[config.mk]
export PLATFORM = sky130hd
export DESIGN_NAME = piso_serializer_flat
export DESIGN_NICKNAME = d
export VERILOG_FILES = /design/src/rtl/da_serializer_pkg.sv /design/src/rtl/piso_serializer_if.sv /design/src/rtl/ser_clk_gen.sv /design/src/rtl/piso_serializer.sv /design/src/flat_wrapper.sv
export SDC_FILE = /design/constraint.sdc
export NUM_CORES = 1
export LEC_CHECK = 0
export BUFFER_PORTS_ARGS = -buffer_cell sky130_fd_sc_hd__buf_2
export CAP_MARGIN = 20
export CELL_PAD_IN_SITES_DETAIL_PLACEMENT = 1
export CELL_PAD_IN_SITES_GLOBAL_PLACEMENT = 1
export CORE_UTILIZATION = 35
export CTS_BUF_LIST = sky130_fd_sc_hd__clkbuf_8
export DETAILED_ROUTE_END_ITERATION = 6
export PLACE_DENSITY = 0.61
export SLEW_MARGIN = 0
export SYNTH_ARGS = -nofsm -noshare
export SYNTH_HDL_FRONTEND = slang
export SYNTH_SLANG_ARGS = --single-unit
[constraint.sdc]
create_clock -name clk -period 2.8 [get_ports clk]
set_input_delay 0.28 -clock clk [delete_from_list [all_inputs] [get_ports clk]]
set_output_delay 0.28 -clock clk [all_outputs]
set_load 0.02 [all_outputs]
[src/rtl/da_serializer_pkg.sv]
// Shared types and width helpers for the PISO serializer.
// Phase counter spans 2*HALF clocks; bit counter spans WIDTH bits.
package da_serializer_pkg;

    typedef enum logic {
        IDLE,
        SHIFT
    } state_t;

    function automatic int phase_w(input int half);
        return $clog2(2 * half);
    endfunction

    function automatic int bit_w(input int width);
        return $clog2(width);
    endfunction

endpackage

[src/rtl/piso_serializer_if.sv]
// Word-side handshake and serial-side pins of the serializer.
// master = word producer, slave = serializer.
interface piso_serializer_if #(
    parameter int WIDTH    = 8,
    parameter int NUM_CHAN = 2
);
    logic [NUM_CHAN*WIDTH-1:0] in_data;
    logic                      in_valid;
    logic                      in_ready;
    logic                      sclk;
    logic [NUM_CHAN-1:0]       sdata;
    logic                      frame;
    logic                      busy;

    modport master (
        output in_data, in_valid,
        input  in_ready, sclk, sdata, frame, busy
    );

    modport slave (
        input  in_data, in_valid,
        output in_ready, sclk, sdata, frame, busy
    );
endinterface

[src/rtl/ser_clk_gen.sv]
// Serial clock generator: phase counter, registered sclk,
// launch strobe (shifter update edge) and wrap strobe (bit advance).
module ser_clk_gen
    import da_serializer_pkg::*;
#(
    parameter int HALF = 2
) (
    input  logic clk,
    input  logic reset,
    input  logic en,
    input  logic clr,
    output logic sclk,
    output logic launch,
    output logic wrap
);
    localparam int            PW   = phase_w(HALF);
    localparam logic [PW-1:0] LAST = PW'(2 * HALF - 1);
    localparam logic [PW-1:0] MID  = PW'(HALF);

    logic [PW-1:0] phase;
    logic [PW-1:0] phase_d;

    always_comb begin
        phase_d = phase;
        if (clr)
            phase_d = '0;
        else if (en)
            phase_d = (phase == LAST) ? '0 : phase + PW'(1);
    end

    always_ff @(posedge clk) begin
        if (reset) begin
            phase <= '0;
            sclk  <= 1'b0;
        end else begin
            phase <= phase_d;
            sclk  <= (phase_d >= MID);
        end
    end

    // wrap must not depend on clr: the load decision is built from it
    assign wrap   = en && (phase == LAST);
    assign launch = clr || wrap;

endmodule

[src/rtl/piso_serializer.sv]
// Parallel-in/serial-out serializer with one-word holding buffer,
// self-generated sclk and gapless back-to-back framing.
module piso_serializer
    import da_serializer_pkg::*;
#(
    parameter int WIDTH     = 8,
    parameter int NUM_CHAN  = 2,
    parameter int HALF      = 2,
    parameter int MSB_FIRST = 1
) (
    input  logic              clk,
    input  logic              reset,
    piso_serializer_if.slave  bus
);
    localparam int            BW       = bit_w(WIDTH);
    localparam logic [BW-1:0] LAST_BIT = BW'(WIDTH - 1);

    state_t state;
    state_t state_d;

    logic                      hold_valid;
    logic                      hold_valid_d;
    logic [NUM_CHAN*WIDTH-1:0] hold_data;
    logic [BW-1:0]             bit_cnt;
    logic [NUM_CHAN-1:0]       head;

    logic load;
    logic accept;
    logic word_end;
    logic sclk;
    logic launch;
    logic wrap;
    logic in_ready;
    logic frame;
    logic busy;

    assign accept   = bus.in_valid && in_ready;
    assign word_end = wrap && (bit_cnt == LAST_BIT);

    ser_clk_gen #(
        .HALF (HALF)
    ) u_clk_gen (
        .clk    (clk),
        .reset  (reset),
        .en     (state == SHIFT),
        .clr    (load),
        .sclk   (sclk),
        .launch (launch),
        .wrap   (wrap)
    );

    always_ff @(posedge clk) begin
        if (reset)
            state <= IDLE;
        else
            state <= state_d;
    end

    always_comb begin
        state_d      = state;
        load         = 1'b0;
        hold_valid_d = hold_valid;
        unique case (state)
            IDLE: begin
                if (hold_valid) begin
                    load    = 1'b1;
                    state_d = SHIFT;
                end
            end
            SHIFT: begin
                if (word_end) begin
                    if (hold_valid)
                        load = 1'b1;
                    else
                        state_d = IDLE;
                end
            end
            default: state_d = IDLE;
        endcase
        if (load)
            hold_valid_d = 1'b0;
        if (accept)
            hold_valid_d = 1'b1;
    end

    always_ff @(posedge clk) begin
        if (reset) begin
            hold_valid <= 1'b0;
            in_ready   <= 1'b0;
            frame      <= 1'b0;
            busy       <= 1'b0;
            bit_cnt    <= '0;
        end else begin
            hold_valid <= hold_valid_d;
            in_ready   <= !hold_valid_d;
            frame      <= (state_d == SHIFT);
            busy       <= (state_d == SHIFT) || hold_valid_d;
            if (load)
                bit_cnt <= '0;
            else if (wrap)
                bit_cnt <= bit_cnt + BW'(1);
        end
    end

    always_ff @(posedge clk) begin
        if (accept)
            hold_data <= bus.in_data;
    end

    for (genvar c = 0; c < NUM_CHAN; c++) begin : g_lane
        logic [WIDTH-1:0] sh;

        // cleared at word end so sdata idles low without output gating
        always_ff @(posedge clk) begin
            if (reset)
                sh <= '0;
            else if (launch) begin
                if (load)
                    sh <= hold_data[c*WIDTH +: WIDTH];
                else if (word_end)
                    sh <= '0;
                else if (MSB_FIRST != 0)
                    sh <= {sh[WIDTH-2:0], 1'b0};
                else
                    sh <= {1'b0, sh[WIDTH-1:1]};
            end
        end

        if (MSB_FIRST != 0) begin : g_msb
            assign head[c] = sh[WIDTH-1];
        end else begin : g_lsb
            assign head[c] = sh[0];
        end
    end

    assign bus.in_ready = in_ready;
    assign bus.sclk     = sclk;
    assign bus.sdata    = head;
    assign bus.frame    = frame;
    assign bus.busy     = busy;

endmodule
[src/flat_wrapper.sv]
// flat-port wrapper written by rule: the top's interface ports become plain ports
module piso_serializer_flat import da_serializer_pkg::*;
#(
    parameter int WIDTH     = 8,
    parameter int NUM_CHAN  = 2,
    parameter int HALF      = 2,
    parameter int MSB_FIRST = 1
)
  (clk, reset, bus_in_data, bus_in_valid, bus_in_ready, bus_sclk, bus_sdata, bus_frame, bus_busy);
  piso_serializer_if #(.WIDTH(WIDTH), .NUM_CHAN(NUM_CHAN)) bus_i ();
  input  logic clk;
  input  logic reset;
  input wire logic [$bits(bus_i.in_data)-1:0] bus_in_data;
  input wire logic [$bits(bus_i.in_valid)-1:0] bus_in_valid;
  output wire logic [$bits(bus_i.in_ready)-1:0] bus_in_ready;
  output wire logic [$bits(bus_i.sclk)-1:0] bus_sclk;
  output wire logic [$bits(bus_i.sdata)-1:0] bus_sdata;
  output wire logic [$bits(bus_i.frame)-1:0] bus_frame;
  output wire logic [$bits(bus_i.busy)-1:0] bus_busy;
  assign bus_i.in_data = bus_in_data;
  assign bus_i.in_valid = bus_in_valid;
  assign bus_in_ready = bus_i.in_ready;
  assign bus_sclk = bus_i.sclk;
  assign bus_sdata = bus_i.sdata;
  assign bus_frame = bus_i.frame;
  assign bus_busy = bus_i.busy;
  piso_serializer #(.WIDTH(WIDTH), .NUM_CHAN(NUM_CHAN), .HALF(HALF), .MSB_FIRST(MSB_FIRST)) u_core (.clk(clk), .reset(reset), .bus(bus_i));
endmodule
==> results.py <==
metrics = {
    "drt": {
        "antenna_left": 0,
        "vias_per_cell": 4.88,
        "vias": 913,
        "first_iter_violations": 45,
        "post_drt_wl_per_cell_um": 14.3,
        "wl_um": 2680,
        "dr.pass1.iters": 4,
        "drc": 0,
    },
    "logic_synthesis": {
        "netlist_instances": 111,
        "synth_top_area_cell": "dfxtp_1",
        "yosys.area_share.simple_pct": 15.0,
        "yosys_register_bits": 42,
        "ys_seq_area_share_pct": 64.7,
        "muxShareOfSynthArea_pct": 0.647,
        "yosys-top-cells-area": "dfxtp_1 34%, edfxtp_1 31%, a221o_1 9.1%",
        "syn_area_sq_um": 1550,
        "synthAdderAreaFrac_pct": 2.43,
        "yosys_warnings": 0,
        "synthXorXnorAreaFrac_pct": 1.13,
        "ys_types": 23,
        "synth_area_per_cell_sq_um": 13.9,
        "synth.top_cell.area_share_pct": 33.6,
        "syn_nets": 133,
        "synth_top_family_by_area": "simple AND/OR/NAND/NOR gates",
        "synth_compound_gate_area_share_pct": 12.9,
    },
    "critical_path": {
        "critPathKind": "reg2reg",
        "path_cells": "ha_1 -> ha_1 -> nor4bb_4 -> and2_2 -> a221o_1",
        "required_ns": 3.03,
        "ff2ff_path_depth": 5,
        "r2r_slack_ns": 0.97,
        "cp_slowest_cell": "nor4bb_4",
        "reg2reg_from": "u_core.bit_cnt[0]$_SDFFE_PP0P_",
        "start_kind": "flop",
        "worstPathArrival_ns": 2.06,
        "crit_fanout": 14,
        "worst_setup_path_end_kind": "flop",
        "r2r-end": "u_core.g_lane[0].sh[3]$_SDFFE_PP0P_",
        "cpMostUsedCell": "ha_1",
        "worst-path-buf-inv": 0,
        "cp_top_family": "simple AND/OR/NAND/NOR gates",
        "slowest_delay_ns": 0.64,
    },
    "clock_network": {
        "tritoncts": "yes",
        "cts_num_sinks": 42,
        "h-tree-depth": 2,
        "cts_buffers": 5,
        "clk_pin_slew_ns": 0.08,
        "cts_root_buffer": "clkbuf_8",
        "cts_hold_buffers": 0,
        "worstSkewPairLatency_ns": 0.29,
        "cts_resized": 0,
        "clockBufferDepth": 2,
        "post_cts_buffers": 0,
    },
    "grt": {
        "gr-total-overflow": 0,
        "grt_max_degree": 19,
        "antenna_found_initial": 0,
        "grt_pass1_wl_um": 4350,
        "gr-usage-all-layers_pct": 13.1,
        "grt_pass1_vias": 978,
    },
    "flow_run": {
        "drv_cap": 0,
    },
    "floorplan": {
        "dieArea_sq_um": 4690,
        "start_util_pct": 37.6,
        "core-area_sq_um": 4120,
        "die_width_um": 68.5,
        "fp.dieH_um": 68.5,
        "io_pins": 25,
        "floorplan.rows": 23,
    },
    "hold_path": {
        "hold_start": "bus_in_data[13]",
        "whs_endpoint": "u_core.hold_data[13]$_DFFE_PP_",
        "min_path_cells": 1,
        "hold_path.class": "in2reg",
    },
    "timing": {
        "worst_slack_ns": 0.967,
        "drv_slew": 0,
        "tns_ns": 0,
        "finClkSkew_ns": 0.00894,
        "period_share_pct": 65.5,
        "rsz0062_at_grt": "no",
        "tightestPinTransition_ns": 0.855,
        "setup_viol": 0,
        "clock.fmax_ghz": 0.545,
        "slew_headroom_pct": 43.0,
        "fin_crit_ns": 1.83,
        "final_hold_viol_count": 0,
    },
    "placement": {
        "dp_slack_ns": 0.965,
        "gp_congestion": 0.709,
        "port_buffers": 24,
        "placed_area_sq_um": 1680,
        "hpwl_um": 1830,
    },
    "layout": {
        "drive_gt1_share_pct": 29.2,
        "area.growth.synth_to_final_pct": 15.7,
        "design_area_sq_um": 1790,
        "diodes": 0,
        "nets": 158,
    },
    "power_and_ir_drop": {
        "power.leakage_nw": 0.708,
        "power_density_nw_per_um2": 661,
        "totalPowerFinal_mw": 1.18,
        "vdd_drop_max_mv": 0.317,
    },
    "outcome": {
        "outcome": "finished clean",
    },
}
==> where the power goes <==
group,internal [mW],total (mW),switching (mW)
logic,0.0270,0.0610,0.0341
clock network,0.260,0.455,0.195
registers,0.658,0.668,0.0103
==> worst register-to-register path, cell delays in order (launching register included) <==
cell      delay, ns
dfxtp_1        0.33
ha_1           0.20
ha_1           0.25
nor4bb_4       0.64
and2_2         0.25
a221o_1        0.10
==> placed cells by master (no fill, tap or decap) <==
cell	netlist	final
a221o_1	14	14
and2_2	5	5
inv_1	1	2
nand2_1	5	5
and2_1	11	11
o21bai_1	1	1
a21oi_1	3	3
clkinv_1	0	1
dfxtp_1	26	26
buf_2	1	24
nor4bb_4	1	1
and2b_2	1	1
nor2b_1	1	1
nor3_4	2	2
ha_1	3	3
clkbuf_8	0	5
a22o_1	2	2
a21boi_4	1	1
nor3_1	1	1
edfxtp_1	16	16
nor2_1	8	8
xnor2_1	2	2
bufinv_16	0	1
mux2i_1	1	1
==> stage by stage <==
step                hold slack [ns]  utilization, %  instances
floorplan                     0.352               -        111
global placement              0.447            40.9        179
detailed placement            0.454            40.9        179
CTS                           0.155            43.5        187
global route                  0.148            43.5        187
finish                        0.161            43.5        187
==> logic make-up (layout without fill, tap and decap cells) <==
group                    Yosys count  count (layout)
AO/OA/AOI/OAI                     21              21
XOR/XNOR                           2               2
adder cells (fa/ha/maj)            3               3
buffers and inverters              7              33
flip-flops                        42              42
multiplexers                       1               1
AND/OR/NAND/NOR                   35              35
==> state kept, by name, summed over array words and instances, names as in the netlist <==
name / flops
u_core.g_lane.sh: 16
u_core.hold_data: 16
u_core.bit_cnt: 3
u_core.u_clk_gen.phase: 2
u_core.bus.busy: 1
u_core.bus.in_ready: 1
u_core.hold_valid: 1
u_core.state: 1
u_core.u_clk_gen.sclk: 1
==> cell type report <==
type                    instances  area [sq um]
inverters                       1          3.75
multi-input cells              62           497
fillers                       444          2320
clock inverters                 3          37.5
clock buffers                   5          68.8
flip-flops and latches         42          1000
well taps                      50          62.6
repair buffers                 24           120
==> routing by layer <==
layer	global-route usage [%]	part of all wire (%)	wire length, um	up-vias
met5	0	0	0	-
met4	6.25	1.5	40	0
met3	3.95	5.0	133	5
met2	21.1	47	1250	22
met1	16.0	47	1260	432
li1	-	-	-	454
==> Yosys cell counts (all sizes together) <==
master,instances
nor2,8
xnor2,2
a21oi,3
mux2i,1
nand2,5
ha,3
dfxtp,26
buf,6
nor2b,1
a21boi,1
a221o,14
and2,16
and2b,1
o21bai,1
edfxtp,16
nor3,3
inv,1
a22o,2
nor4bb,1
==> how the worst max path moves through the flow <==
stage | start | end | depth (start not counted)
2_1_floorplan | u_core.bit_cnt[0]$_SDFFE_PP0P_ | u_core.g_lane[0].sh[7]$_SDFFE_PP0P_ | 6
3_3_place_gp | u_core.bit_cnt[0]$_SDFFE_PP0P_ | u_core.g_lane[0].sh[3]$_SDFFE_PP0P_ | 5
3_5_place_dp | u_core.bit_cnt[0]$_SDFFE_PP0P_ | u_core.g_lane[0].sh[3]$_SDFFE_PP0P_ | 5
4_1_cts | u_core.bit_cnt[0]$_SDFFE_PP0P_ | u_core.g_lane[0].sh[3]$_SDFFE_PP0P_ | 5
5_1_grt | u_core.bit_cnt[0]$_SDFFE_PP0P_ | u_core.g_lane[0].sh[4]$_SDFFE_PP0P_ | 5
6_report | u_core.bit_cnt[0]$_SDFFE_PP0P_ | u_core.g_lane[0].sh[3]$_SDFFE_PP0P_ | 5
(Power assumes the default switching activity.)
